<file path="src/rtl/param_ring_counter_if.sv">
// Control and status bundle for param_ring_counter.
// The master side issues step/load controls; the slave side returns the
// counter state together with its wrap and error pulses.
interface param_ring_counter_if #(
  parameter int WIDTH = 8
);
  logic             en;
  logic             dir;
  logic             mode;
  logic             load;
  logic [WIDTH-1:0] load_val;
  logic [WIDTH-1:0] count;
  logic             tc;
  logic             err;

  modport master (
    output en, dir, mode, load, load_val,
    input  count, tc, err
  );

  modport slave (
    input  en, dir, mode, load, load_val,
    output count, tc, err
  );
endinterface

</file>
<file path="src/rtl/param_ring_counter.sv">
// Parametrised ring / Johnson counter with enable, direction, parallel load,
// illegal-state self-correction and a one-cycle wrap pulse.
// The seed state tracks the mode input of the current cycle:
// ring seeds to a single LSB, Johnson seeds to all zeros.
module param_ring_counter #(
  parameter int WIDTH = 8
) (
  input  logic                 clk,
  input  logic                 init,
  param_ring_counter_if.slave  bus
);

  logic [WIDTH-1:0] count_d, count_q;
  logic             tc_d, tc_q;
  logic             err_d, err_q;
  logic [WIDTH-1:0] seed_s;
  logic [WIDTH-1:0] step_s;
  logic             load_ok_s;
  logic             count_ok_s;

  // A ring state is legal when exactly one bit is set.
  function automatic logic ring_legal(input logic [WIDTH-1:0] x);
    int n;
    n = 32'sd0;
    for (int i = 0; i < WIDTH; i++) begin
      if (x[i]) begin
        n = n + 32'sd1;
      end else begin
        n = n;
      end
    end
    return (n == 32'sd1);
  endfunction

  // A Johnson state is legal when it has at most one boundary between
  // adjacent bits (a single run of ones against a single run of zeros).
  function automatic logic johnson_legal(input logic [WIDTH-1:0] x);
    int n;
    n = 32'sd0;
    for (int i = 0; i < WIDTH - 1; i++) begin
      if (x[i] != x[i+1]) begin
        n = n + 32'sd1;
      end else begin
        n = n;
      end
    end
    return (n <= 32'sd1);
  endfunction

  // Seed, one-step successor and legality of the current and load values.
  always_comb begin
    seed_s = bus.mode ? {WIDTH{1'b0}} : {{(WIDTH-1){1'b0}}, 1'b1};
    step_s = count_q;
    case ({bus.mode, bus.dir})
      2'b00:   step_s = {count_q[WIDTH-2:0], count_q[WIDTH-1]};
      2'b01:   step_s = {count_q[0], count_q[WIDTH-1:1]};
      2'b10:   step_s = {count_q[WIDTH-2:0], ~count_q[WIDTH-1]};
      2'b11:   step_s = {~count_q[0], count_q[WIDTH-1:1]};
      default: step_s = count_q;
    endcase
    load_ok_s  = bus.mode ? johnson_legal(bus.load_val) : ring_legal(bus.load_val);
    count_ok_s = bus.mode ? johnson_legal(count_q)      : ring_legal(count_q);
  end

  // Next-state priority below init: load, correction, step, hold.
  // Correction is deliberately not gated by en so upsets and mode switches
  // are repaired even while the counter is paused.
  always_comb begin
    count_d = count_q;
    tc_d    = 1'b0;
    err_d   = 1'b0;
    if (bus.load) begin
      if (load_ok_s) begin
        count_d = bus.load_val;
      end else begin
        count_d = seed_s;
        err_d   = 1'b1;
      end
    end else if (!count_ok_s) begin
      count_d = seed_s;
      err_d   = 1'b1;
    end else if (bus.en) begin
      count_d = step_s;
      tc_d    = (step_s == seed_s);
    end else begin
      count_d = count_q;
    end
  end

  // State and pulse registers; init forces the seed and clears both pulses.
  always_ff @(posedge clk) begin
    if (init) begin
      count_q <= seed_s;
      tc_q    <= 1'b0;
      err_q   <= 1'b0;
    end else begin
      count_q <= count_d;
      tc_q    <= tc_d;
      err_q   <= err_d;
    end
  end

  assign bus.count = count_q;
  assign bus.tc    = tc_q;
  assign bus.err   = err_q;

endmodule

</file>
<file path="src/flat_wrapper.sv">
// flat-port wrapper written by rule: the top's interface ports become plain ports
module param_ring_counter_flat 
#(
  parameter int WIDTH = 8
)
  (clk, init, bus_en, bus_dir, bus_mode, bus_load, bus_load_val, bus_count, bus_tc, bus_err);
  param_ring_counter_if #(.WIDTH(WIDTH)) bus_i ();
  input  logic clk;
  input  logic init;
  input wire logic [$bits(bus_i.en)-1:0] bus_en;
  input wire logic [$bits(bus_i.dir)-1:0] bus_dir;
  input wire logic [$bits(bus_i.mode)-1:0] bus_mode;
  input wire logic [$bits(bus_i.load)-1:0] bus_load;
  input wire logic [$bits(bus_i.load_val)-1:0] bus_load_val;
  output wire logic [$bits(bus_i.count)-1:0] bus_count;
  output wire logic [$bits(bus_i.tc)-1:0] bus_tc;
  output wire logic [$bits(bus_i.err)-1:0] bus_err;
  assign bus_i.en = bus_en;
  assign bus_i.dir = bus_dir;
  assign bus_i.mode = bus_mode;
  assign bus_i.load = bus_load;
  assign bus_i.load_val = bus_load_val;
  assign bus_count = bus_i.count;
  assign bus_tc = bus_i.tc;
  assign bus_err = bus_i.err;
  param_ring_counter #(.WIDTH(WIDTH)) u_core (.clk(clk), .init(init), .bus(bus_i));
endmodule
</file>
<file path="config.mk">
export PLATFORM = sky130hd
export DESIGN_NAME = param_ring_counter_flat
export DESIGN_NICKNAME = d
export VERILOG_FILES = /design/src/rtl/param_ring_counter_if.sv /design/src/rtl/param_ring_counter.sv /design/src/flat_wrapper.sv
export SDC_FILE = /design/constraint.sdc
export NUM_CORES = 1
export LEC_CHECK = 0
export CAP_MARGIN = 20
export CORE_UTILIZATION = 55
export DETAILED_ROUTE_END_ITERATION = 10
export PLACE_DENSITY = 0.76
export SLEW_MARGIN = 10
export SYNTH_ARGS = -nofsm -noshare
export SYNTH_HDL_FRONTEND = slang
export SYNTH_SLANG_ARGS = --single-unit
</file>
<file path="constraint.sdc">
create_clock -name clk -period 7.42 [get_ports clk]
set_input_delay 1.484 -clock clk [delete_from_list [all_inputs] [get_ports clk]]
set_output_delay 1.484 -clock clk [all_outputs]
set_load 0.005 [all_outputs]
</file>
==> results of run 1 <==
## metal layers
| metal | global-route usage | vias to the layer above | routed length, um |
|---|---|---|---|
| li1 | - | 1368 | - |
| met1 | 0.410 | 1303 | 3460 |
| met2 | 0.411 | 101 | 3090 |
| met3 | 0.0206 | 0 | 498 |
| met4 | 0.0342 | 0 | 0 |
| met5 | 0 | - | 0 |
## final timing paths
check | from | slack [ns] | end | cells after the start
worst max-delay path | bus_load_val[1] | 0.40 | u_core.bus.count[7]$_SDFFCE_PP0P_ | 25
worst min-delay path | u_core.bus.count[7]$_SDFFCE_PP0P_ | 0.93 | u_core.bus.tc$_SDFF_PP0_ | 2
worst max register to register | u_core.bus.count[0]$_DFFE_PP_ | 1.29 | u_core.bus.count[7]$_SDFFCE_PP0P_ | 23
worst min register to register | u_core.bus.count[7]$_SDFFCE_PP0P_ | 0.93 | u_core.bus.tc$_SDFF_PP0_ | 2
## flip-flops by register name (all words and copies together), names as in the netlist
signal	flops
u_core.bus.count	8
u_core.bus.err	1
u_core.bus.tc	1
## cell type report
class | instances | area [sq um]
fillers | 417 | 1710
well taps | 67 | 83.8
repair buffers | 29 | 275
multi-input cells | 304 | 2360
flip-flops and latches | 10 | 280
inverters | 24 | 90.1
clock buffers | 4 | 45.0
## cell usage in the layout, fill, tap and decap left out, drive strengths merged, types with 4 or more instances in the layout
| cell type | instances |
|---|---|
| a21oi | 6 |
| a31oi | 8 |
| and2 | 5 |
| buf | 6 |
| clkbuf | 4 |
| clkdlybuf4s50 | 23 |
| edfxtp | 8 |
| ha | 23 |
| inv | 24 |
| mux2 | 6 |
| mux2i | 10 |
| nand2 | 37 |
| nand2b | 10 |
| nand3 | 7 |
| nor2 | 18 |
| nor2b | 9 |
| nor3 | 9 |
| nor4b | 7 |
| o21ai | 16 |
| o22ai | 5 |
| o31ai | 5 |
| o32ai | 7 |
| or2 | 5 |
| xnor2 | 27 |
| xnor3 | 5 |
| xor2 | 15 |
## repair_timing
| action | in CTS | in global routing |
|---|---|---|
| endpoints found under the setup margin | 0 | 8 |
| hold buffers | 0 | 0 |
| endpoints found under the hold margin | 0 | 0 |
| setup buffers | 0 | 4 |
| resized for setup | 0 | 2 |
## through the flow
stage	hold WS (ns)	total power, W	utilization	instance area [sq um]	worst slack [ns]
after floorplan	0.833	0.000683	-	2840	1.22
after CTS	0.929	0.000896	0.638	3090	0.381
after detailed placement	0.922	0.000832	0.628	3050	0.148
final	0.931	0.000913	0.647	3140	0.405
after global routing	1.00	0.00101	0.647	3140	0.0107
after global placement	0.926	0.000808	0.628	3050	0.326
## power by group
| group | total [W] | internal, W | leakage [nW] | switching, W |
|---|---|---|---|---|
| Combinational | 0.000719 | 0.000345 | 1.13 | 0.000373 |
| Sequential | 0.000133 | 0.0000795 | 0.110 | 0.0000538 |
| Clock | 0.0000614 | 0.0000378 | 0.0228 | 0.0000236 |
| Total | 0.000913 | 0.000463 | 1.26 | 0.000451 |
## worst max-delay path, delay by kind of cell
| family | cells | cell delay (ns) |
|---|---|---|
| adders and majority gates | 6 | 1.91 |
| AOI/OAI and AO/OA | 7 | 1.17 |
| and+or+nand+nor | 6 | 1.04 |
| buffers and inverters | 2 | 0.63 |
| xor gates and xnor gates | 3 | 0.54 |
| muxes | 1 | 0.27 |
## logic make-up after synthesis
logic type | after synthesis
AOI/OAI and AO/OA | 90
and+or+nand+nor | 126
DFF | 10
buffers and inverters | 50
muxes | 16
xor gates and xnor gates | 48
adders and majority gates | 24
==> flow_metrics.py, run 1 <==
metrics = {
    "yosys": {
        "synth_top_family_by_area": "compound AO/OA/AOI/OAI gates",
        "avgSynthCellArea_sq_um": 7.81,
        "synthTopCellsByArea": "ha_1 (10%), edfxtp_1 (8.4%), xnor2_1 (7.7%)",
        "synth_fp_nets": 401,
        "synth_compound_area_frac": 0.239,
        "synth_fa_ha_area_frac": 0.105,
        "synth_edf_count": 8,
        "ys_ff_latch": 10,
        "synth_cells": 364,
        "synthXorXnorAreaFrac": 0.183,
        "muxShareOfSynthArea": 0.0590,
        "synth.most_common_cell": "nand2_1",
        "ys_top_cells_by_count": "nand2_1 (37), xnor2_1 (25), inv_1 (24)",
        "yosysTopAreaCellShare": 0.101,
        "synth_flop_cell": "edfxtp_1",
        "syn_area_sq_um": 2840,
        "ys_seq_area_frac": 0.0985,
        "ys_warn_count": 0,
        "yosys.area_share.simple": 0.239,
        "synth_top_area_cell": "ha_1",
        "ys_types": 72,
        "ys_async_sr_fraction": 0,
    },
    "clock_network": {
        "cts_root_buf": "clkbuf_8",
        "insertion_delay_ns": 0.24,
        "ctsHtreeMaxLevel": 1,
        "clkTransAtPathRegs_ns": 0.05,
        "cts.sinks": 10,
        "clockBufferDepth": 2,
        "cts_tree": "done",
        "cts_made_buffers": 3,
    },
    "floorplanning": {
        "start_util": 0.587,
        "rows": 25,
        "die_x_um": 73.9,
        "fp.dieH_um": 73.9,
        "design.core.area_sq_um": 4850,
        "dieArea_sq_um": 5460,
        "ios": 24,
    },
    "placement": {
        "hpwl_um": 5360,
        "routabilityCongestion": 0.914,
        "dp.cells": 430,
        "io_buffers": 23,
    },
    "timing": {
        "fin_crit_ns": 7.02,
        "clock_skew_ns": 0.00778,
        "setup_viol": 0,
        "finalHoldViolCount": 0,
        "min_period_over_period": 0.945,
        "rsz0062_at_grt": "no",
        "tightest_slew_ns": 0.758,
        "max_slew_margin": 0.495,
        "setup_tns_ns": 0,
        "fmax_ghz": 0.143,
        "drv_slew": 0,
    },
    "power": {
        "ir_drop_mv": 0.132,
        "p_per_area_nw_per_um2": 291,
        "p_leak_nw": 1.26,
    },
    "setup_path": {
        "cp_slowest_cell": "clkdlybuf4s50_1",
        "cp.arrival_ns": 7.06,
        "start_kind": "primary input",
        "path_max_fanout": 8,
        "path_common_cell": "ha_1",
        "crit_type": "in2reg",
        "crit_required_ns": 7.47,
        "cp-end-kind": "register",
        "slowest_delay_ns": 0.55,
    },
    "final_layout": {
        "diodes": 0,
        "syn_to_final_growth_pct": 10.3,
        "final_cell_count_no_fill": 438,
        "final_nets": 409,
        "drive_above_1_share": 0.0782,
    },
    "drt": {
        "drtAntennaViolNets": 0,
        "firstDrtPassIters": 5,
        "via_per_inst": 6.33,
        "drt-total-wl_um": 7050,
        "drt-initial-drc-count": 275,
        "wire_per_inst_um": 16.1,
        "drc": 0,
        "via_count": 2772,
    },
    "global_route": {
        "grt_use_total": 0.266,
        "gr-total-overflow": 0,
        "grt_pass1_vias": 2412,
        "grt_max_degree": 27,
        "antenna_found_initial": 0,
        "grt_pass1_wl_um": 11500,
    },
    "hold_path": {
        "holdCritPathClass": "reg2reg",
    },
    "run_status": {
        "run_status": "finished clean",
    },
    "flow_run": {
        "max_cap_viol_count": 0,
    },
}
Power figures use the tool's default switching activity.
==> run 2, diff against run 1 <==
--- a/config.mk
+++ b/config.mk
@@ -6,6 +6,7 @@
 export NUM_CORES = 1
 export LEC_CHECK = 0
 export CAP_MARGIN = 20
+export CORE_ASPECT_RATIO = 1.75
 export CORE_UTILIZATION = 55
 export DETAILED_ROUTE_END_ITERATION = 10
 export PLACE_DENSITY = 0.76
==> run 2 against run 1 <==
Effect of this change:
- register-to-register slack gained 0.07 ns
- clock skew shrank 0.0051 ns
- via count shrank 1.5%
- count of clock-buffer cells in the layout shrank 1
- maximum frequency grew 0.91%
- worst hold slack gained 0.061 ns
- final area shrank 1.4%
- critical endpoint unchanged
- sequential power is essentially flat
- sequential share of layout area grew 0.13 points
==> flow_metrics.py, run 2 (synthesis gave the netlist of run 1 again) <==
metrics = {
    "run_status": {
        "run_status": "finished clean",
    },
    "timing": {
        "fmax_ghz": 0.144,
        "fin_crit_ns": 6.95,
        "tightest_slew_ns": 0.802,
        "clock_skew_ns": 0.00270,
        "setup_viol": 0,
        "fin_hold_ws_ns": 0.992,
        "rsz0062_at_grt": "no",
        "drv_slew": 0,
        "layout_setup_ws_ns": 0.468,
        "max_slew_margin": 0.466,
        "setup_tns_ns": 0,
        "min_period_over_period": 0.937,
        "finalHoldViolCount": 0,
    },
    "final_layout": {
        "drive_above_1_share": 0.0734,
        "most-common-layout-cells": "nand2_1 (37), xnor2_1 (25), inv_1 (24), ha_1 (23), clkdlybuf4s50_1 (23)",
        "syn_to_final_growth_pct": 8.67,
        "diodes": 0,
        "largest_reg_flops": 8,
        "final_core_util": 0.621,
        "final_nets": 407,
        "fill_cells": 476,
        "layout_commonest_cell": "nand2_1",
    },
    "setup_path": {
        "path_max_fanout": 8,
        "reg2reg_slack_ns": 1.36,
        "cp-end-kind": "register",
        "reg2reg_to": "u_core.bus.count[4]$_SDFFCE_PP0P_",
        "start_kind": "primary input",
        "r2r_cells": 23,
        "cp.arrival_ns": 7.00,
        "worstReg2RegStart": "u_core.bus.count[0]$_DFFE_PP_",
        "crit_type": "in2reg",
        "crit_required_ns": 7.47,
    },
    "hold_path": {
        "holdCritPathClass": "reg2reg",
        "hp-start": "u_core.bus.count[7]$_SDFFCE_PP0P_",
        "holdPathStages": 2,
        "holdPathEnd": "u_core.bus.tc$_SDFF_PP0_",
    },
    "clock_network": {
        "ctsHtreeMaxLevel": 1,
        "cts_root_buf": "clkbuf_8",
        "insertion_delay_ns": 0.24,
        "postCtsSetupBuffers": 0,
        "cts_made_buffers": 3,
        "clkTransAtPathRegs_ns": 0.05,
        "cts_tree": "done",
        "cts.sinks": 10,
        "clockBufferDepth": 2,
        "ctsHoldBuffers": 0,
    },
    "floorplanning": {
        "rows": 34,
        "start_util": 0.571,
        "die_x_um": 56.4,
        "dieArea_sq_um": 5470,
        "ios": 24,
        "fp.dieH_um": 97.1,
        "design.core.area_sq_um": 4980,
    },
    "drt": {
        "drt-total-wl_um": 7160,
        "via_count": 2730,
        "drc": 0,
        "via_per_inst": 6.47,
        "wire_per_inst_um": 17.0,
        "drt-initial-drc-count": 105,
        "firstDrtPassIters": 4,
        "drtAntennaViolNets": 0,
    },
    "flow_run": {
        "max_cap_viol_count": 0,
    },
    "placement": {
        "io_buffers": 23,
        "routabilityCongestion": 0.897,
        "hpwl_um": 5670,
        "place_ws_ns": 0.257,
    },
    "power": {
        "clockPowerShare": 0.063,
        "power_frac_comb": 0.788,
        "p_int_w": 0.000454,
        "pwr-share-seq": 0.149,
        "ir_drop_mv": 0.243,
        "p_leak_nw": 1.25,
        "p_per_area_nw_per_um2": 290,
        "p_switching_w": 0.000442,
        "p_total_w": 0.000896,
        "p_sw_frac": 0.493,
    },
    "global_route": {
        "grt_pass1_wl_um": 12000,
        "grt_pass1_vias": 2700,
        "antenna_found_initial": 0,
        "grt_max_degree": 27,
        "gr-total-overflow": 0,
        "grt_use_total": 0.268,
    },
}
[run 2: per-layer routing]
metal / track usage / wire, um
met1: 0.266 / 2690
met2: 0.524 / 4040
met3: 0.0133 / 140
met4: 0.156 / 286
met5: 0 / 0
[run 2: final cells by class]
class / count / area [sq um] / area share
Multi-Input combinational cell: 304 / 2350 / 0.761
Sequential cell: 10 / 280 / 0.0907
Inverter: 24 / 90.1 / 0.0291
Timing Repair Buffer: 27 / 260 / 0.0842
Tap cell: 54 / 67.6 / 0.0219
Clock buffer: 3 / 41.3 / 0.0134
[run 2: worst max path at each step]
stage / slack [ns] / start / endpoint / depth (start not counted)
3_3_place_gp: 0.39 / bus_load_val[1] / u_core.bus.count[1]$_SDFFCE_PP0P_ / 23
2_1_floorplan: 1.22 / bus_load_val[2] / u_core.bus.count[0]$_DFFE_PP_ / 22
5_1_grt: 0.01 / bus_load_val[1] / u_core.bus.count[1]$_SDFFCE_PP0P_ / 23
6_report: 0.47 / bus_load_val[1] / u_core.bus.count[7]$_SDFFCE_PP0P_ / 23
4_1_cts: 0.49 / bus_load_val[1] / u_core.bus.count[3]$_SDFFCE_PP0P_ / 23
3_5_place_dp: 0.26 / bus_load_val[1] / u_core.bus.count[3]$_SDFFCE_PP0P_ / 23
[run 2: power groups by stage]
stage	registers, W	logic [W]	clock network (W)
floorplan	0.0000917	0.000591	0
global placement	0.000132	0.000684	0
detailed placement	0.000133	0.000701	0
CTS	0.000132	0.000705	0.0000559
global route	0.000138	0.000795	0.0000579
finish	0.000133	0.000706	0.0000568
[run 2: per-stage QoR]
step	instance area [sq um]	cells
floorplan	2840	364
global placement	3050	419
detailed placement	3050	419
CTS	3090	422
global route	3090	422
finish	3090	422
[run 2: timing repair]
item | CTS | global route
setup endpoints to repair | 0 | 2
resized for setup | 0 | 1
hold endpoints to repair | 0 | 0
[run 2: critical path, stage by stage]
cell,delay (ns)
clkdlybuf4s50_1,0.54
inv_1,0.08
ha_1,0.30
buf_4,0.17
ha_1,0.38
xnor2_2,0.18
xnor2_1,0.13
ha_1,0.29
mux2i_1,0.26
inv_1,0.08
ha_1,0.30
nor2_1,0.13
a21oi_2,0.07
ha_1,0.35
mux2_2,0.27
ha_1,0.25
a211oi_1,0.28
or4_1,0.20
a22oi_1,0.08
a221o_1,0.29
a221oi_2,0.33
nand2b_1,0.25
o32ai_1,0.30
==> run 3, diff against run 2 <==
--- a/config.mk
+++ b/config.mk
@@ -5,11 +5,14 @@
 export SDC_FILE = /design/constraint.sdc
 export NUM_CORES = 1
 export LEC_CHECK = 0
+export ABC_AREA = 1
 export CAP_MARGIN = 20
 export CORE_ASPECT_RATIO = 1.75
+export CORE_MARGIN = 4
 export CORE_UTILIZATION = 55
+export CTS_CLUSTER_SIZE = 20
 export DETAILED_ROUTE_END_ITERATION = 10
-export PLACE_DENSITY = 0.76
+export PLACE_DENSITY = 0.77
 export SLEW_MARGIN = 10
 export SYNTH_ARGS = -nofsm -noshare
 export SYNTH_HDL_FRONTEND = slang
==> run 3 against run 2 <==
Effect of this change:
- count of clock-buffer cells in the layout is the same
- non-clock buffer count down 4
- final area down 3.5%
- clock skew up 0.0041 ns
- maximum frequency increased by 20%
- utilization grew 0.73 points
- first-iteration DRC count down 35%
- total power grew 28%
- cell count is 31% higher
==> flow_metrics.py, run 3 <==
metrics = {
    "clock_network": {
        "postCtsSetupBuffers": 0,
        "insertion_delay_ns": 0.24,
        "ctsHoldBuffers": 0,
        "cts.sinks": 10,
        "cts_made_buffers": 3,
        "cts_root_buf": "clkbuf_8",
        "cts_resized": 0,
        "clockBufferDepth": 2,
        "clkTransAtPathRegs_ns": 0.05,
        "cts_tree": "done",
        "ctsHtreeMaxLevel": 1,
    },
    "yosys": {
        "ys_warn_count": 0,
        "avgSynthCellArea_sq_um": 5.67,
        "synth_flop_cell": "edfxtp_1",
        "ys_top_cells_by_count": "nand2_1 (192), inv_1 (65), nand3_1 (51)",
        "synth.most_common_cell": "nand2_1",
        "synthTopCellsByArea": "nand2_1 (26%), ha_1 (11%), nand3_1 (9.3%)",
        "synth_edf_count": 8,
        "ys_async_sr_fraction": 0,
        "syn_area_sq_um": 2740,
        "ys_types": 41,
        "yosysTopAreaCellShare": 0.263,
        "synth_top_area_cell": "nand2_1",
        "synth_fp_nets": 520,
        "synth_cells": 483,
        "ys_seq_area_frac": 0.102,
        "ys_ff_latch": 10,
    },
    "final_layout": {
        "fill_cells": 492,
        "seq_area_sq_um": 280,
        "layout_commonest_cell": "nand2_1",
        "design_area_sq_um": 2980,
        "final_nets": 538,
        "diodes": 0,
        "multi_input_area_sq_um": 2060,
        "syn_to_final_growth_pct": 9.01,
        "largest_reg_flops": 8,
        "most-common-layout-cells": "nand2_1 (192), inv_1 (65), nand3_1 (51), ha_1 (23), clkdlybuf4s50_1 (23)",
        "drive_above_1_share": 0.118,
    },
    "floorplanning": {
        "design.core.area_sq_um": 4750,
        "start_util": 0.576,
        "ios": 24,
        "rows": 33,
        "die_x_um": 61.3,
        "fp.dieH_um": 101,
        "dieArea_sq_um": 6210,
    },
    "timing": {
        "fin_crit_ns": 5.79,
        "setup_viol": 0,
        "fmax_ghz": 0.173,
        "min_period_over_period": 0.780,
        "finalHoldViolCount": 0,
        "setup_tns_ns": 0,
        "drv_slew": 0,
        "rsz0062_at_grt": "no",
        "clock_skew_ns": 0.00684,
        "max_slew_margin": 0.695,
        "tightest_slew_ns": 0.456,
    },
    "setup_path": {
        "start_kind": "primary input",
        "crit_required_ns": 7.42,
        "worst-path-buf-inv": 5,
        "cp.arrival_ns": 5.79,
        "crit_family": "simple AND/OR/NAND/NOR gates",
        "path_max_fanout": 5,
        "crit_type": "in2reg",
        "slowest_delay_ns": 0.54,
        "cp_slowest_cell": "clkdlybuf4s50_1",
        "path_common_cell": "nand2_1",
        "cp-end-kind": "register",
    },
    "hold_path": {
        "holdCritPathClass": "reg2reg",
    },
    "power": {
        "p_leak_nw": 1.76,
        "clockPowerShare": 0.052,
        "p_int_w": 0.000484,
        "p_switching_w": 0.000664,
        "ir_drop_mv": 0.379,
        "pwr-share-seq": 0.110,
        "p_sw_frac": 0.578,
        "p_per_area_nw_per_um2": 385,
        "power_frac_comb": 0.837,
    },
    "global_route": {
        "antenna_found_initial": 0,
        "grt_max_degree": 16,
        "grt_use_total": 0.232,
        "grt_pass1_vias": 2817,
        "grt_pass1_wl_um": 11200,
        "gr-total-overflow": 0,
    },
    "drt": {
        "wire_per_inst_um": 12.2,
        "via_per_inst": 5.31,
        "firstDrtPassIters": 4,
        "drt-initial-drc-count": 68,
        "drt-total-wl_um": 6720,
        "drtAntennaViolNets": 0,
        "via_count": 2930,
        "drc": 0,
    },
    "flow_run": {
        "max_cap_viol_count": 0,
    },
    "placement": {
        "io_buffers": 23,
        "hpwl_um": 5790,
        "postPlaceCellArea_sq_um": 2940,
        "routabilityCongestion": 0.895,
    },
    "run_status": {
        "run_status": "finished clean",
    },
}
==> run 3: changes by cell type after synthesis, sizes merged, moves of 12 or more <==
| cell | change |
|---|---|
| nand2 | +178 |
| inv | +53 |
| nand3 | +51 |
| xnor2 | -22 |
| xor2 | -13 |
| nand3b | +12 |
==> run 3: worst paths after layout <==
kind | start | to | slack, ns | cells after the start
setup / recovery | bus_load_val[1] | u_core.bus.count[0]$_DFFE_PP_ | 1.63 | 30
hold / removal | u_core.bus.count[1]$_SDFFCE_PP0P_ | u_core.bus.tc$_SDFF_PP0_ | 0.90 | 5
setup reg to reg | u_core.bus.count[0]$_DFFE_PP_ | u_core.bus.count[6]$_SDFFCE_PP0P_ | 2.32 | 31
hold reg to reg | u_core.bus.count[1]$_SDFFCE_PP0P_ | u_core.bus.tc$_SDFF_PP0_ | 0.90 | 5
==> run 3: worst min-delay path, stage by stage (launching register included) <==
cell,delay [ns]
edfxtp_1,0.41
o21ai_0,0.15
nand3_1,0.11
nor4b_1,0.06
nand3_1,0.07
a21oi_1,0.04
==> run 3: area by class of cell <==
class	count	area share
Clock inverter	1	0.00126
Sequential cell	10	0.0940
Tap cell	52	0.0218
Clock buffer	3	0.0138
Multi-Input combinational cell	384	0.689
Timing Repair Buffer	23	0.0772
Inverter	79	0.103
==> run 3: power groups by stage <==
stage                     Clock (W)  Sequential [W]  Combinational, W
final                     0.0000602        0.000126          0.000961
after global routing      0.0000610        0.000130           0.00111
after CTS                 0.0000588        0.000126          0.000969
after detailed placement          0        0.000127          0.000965
after global placement            0        0.000126          0.000934
after floorplan                   0        0.000108          0.000774
==> run 3: routing by layer <==
metal	global-route usage	part of all wire	up-vias
li1	-	-	1548
met1	0.177	0.35	1322
met2	0.509	0.60	39
met3	0.00765	0.010	21
met4	0.117	0.039	0
met5	0	0	-
==> run 3: kinds of logic (layout without fill, tap and decap cells) <==
group | count (synthesis) | count (layout) | synth area share
AOI/OAI and AO/OA | 27 | 27 | 0.0567
buffers and inverters | 89 | 106 | 0.146
xor gates and xnor gates | 7 | 7 | 0.0224
adders and majority gates | 23 | 23 | 0.105
muxes | 1 | 1 | 0.00366
and+or+nand+nor | 326 | 326 | 0.563
DFF | 10 | 10 | 0.102
==> run 3: through the flow <==
stage	hold slack, ns	setup WS, ns	instances	util	total power, W
finish	0.899	1.63	552	0.628	0.00115
global route	0.985	1.23	552	0.628	0.00130
CTS	0.903	1.63	552	0.628	0.00115
detailed placement	0.888	1.38	548	0.619	0.00109
global placement	0.890	1.54	548	0.619	0.00106
floorplan	0.762	2.31	483	-	0.000881
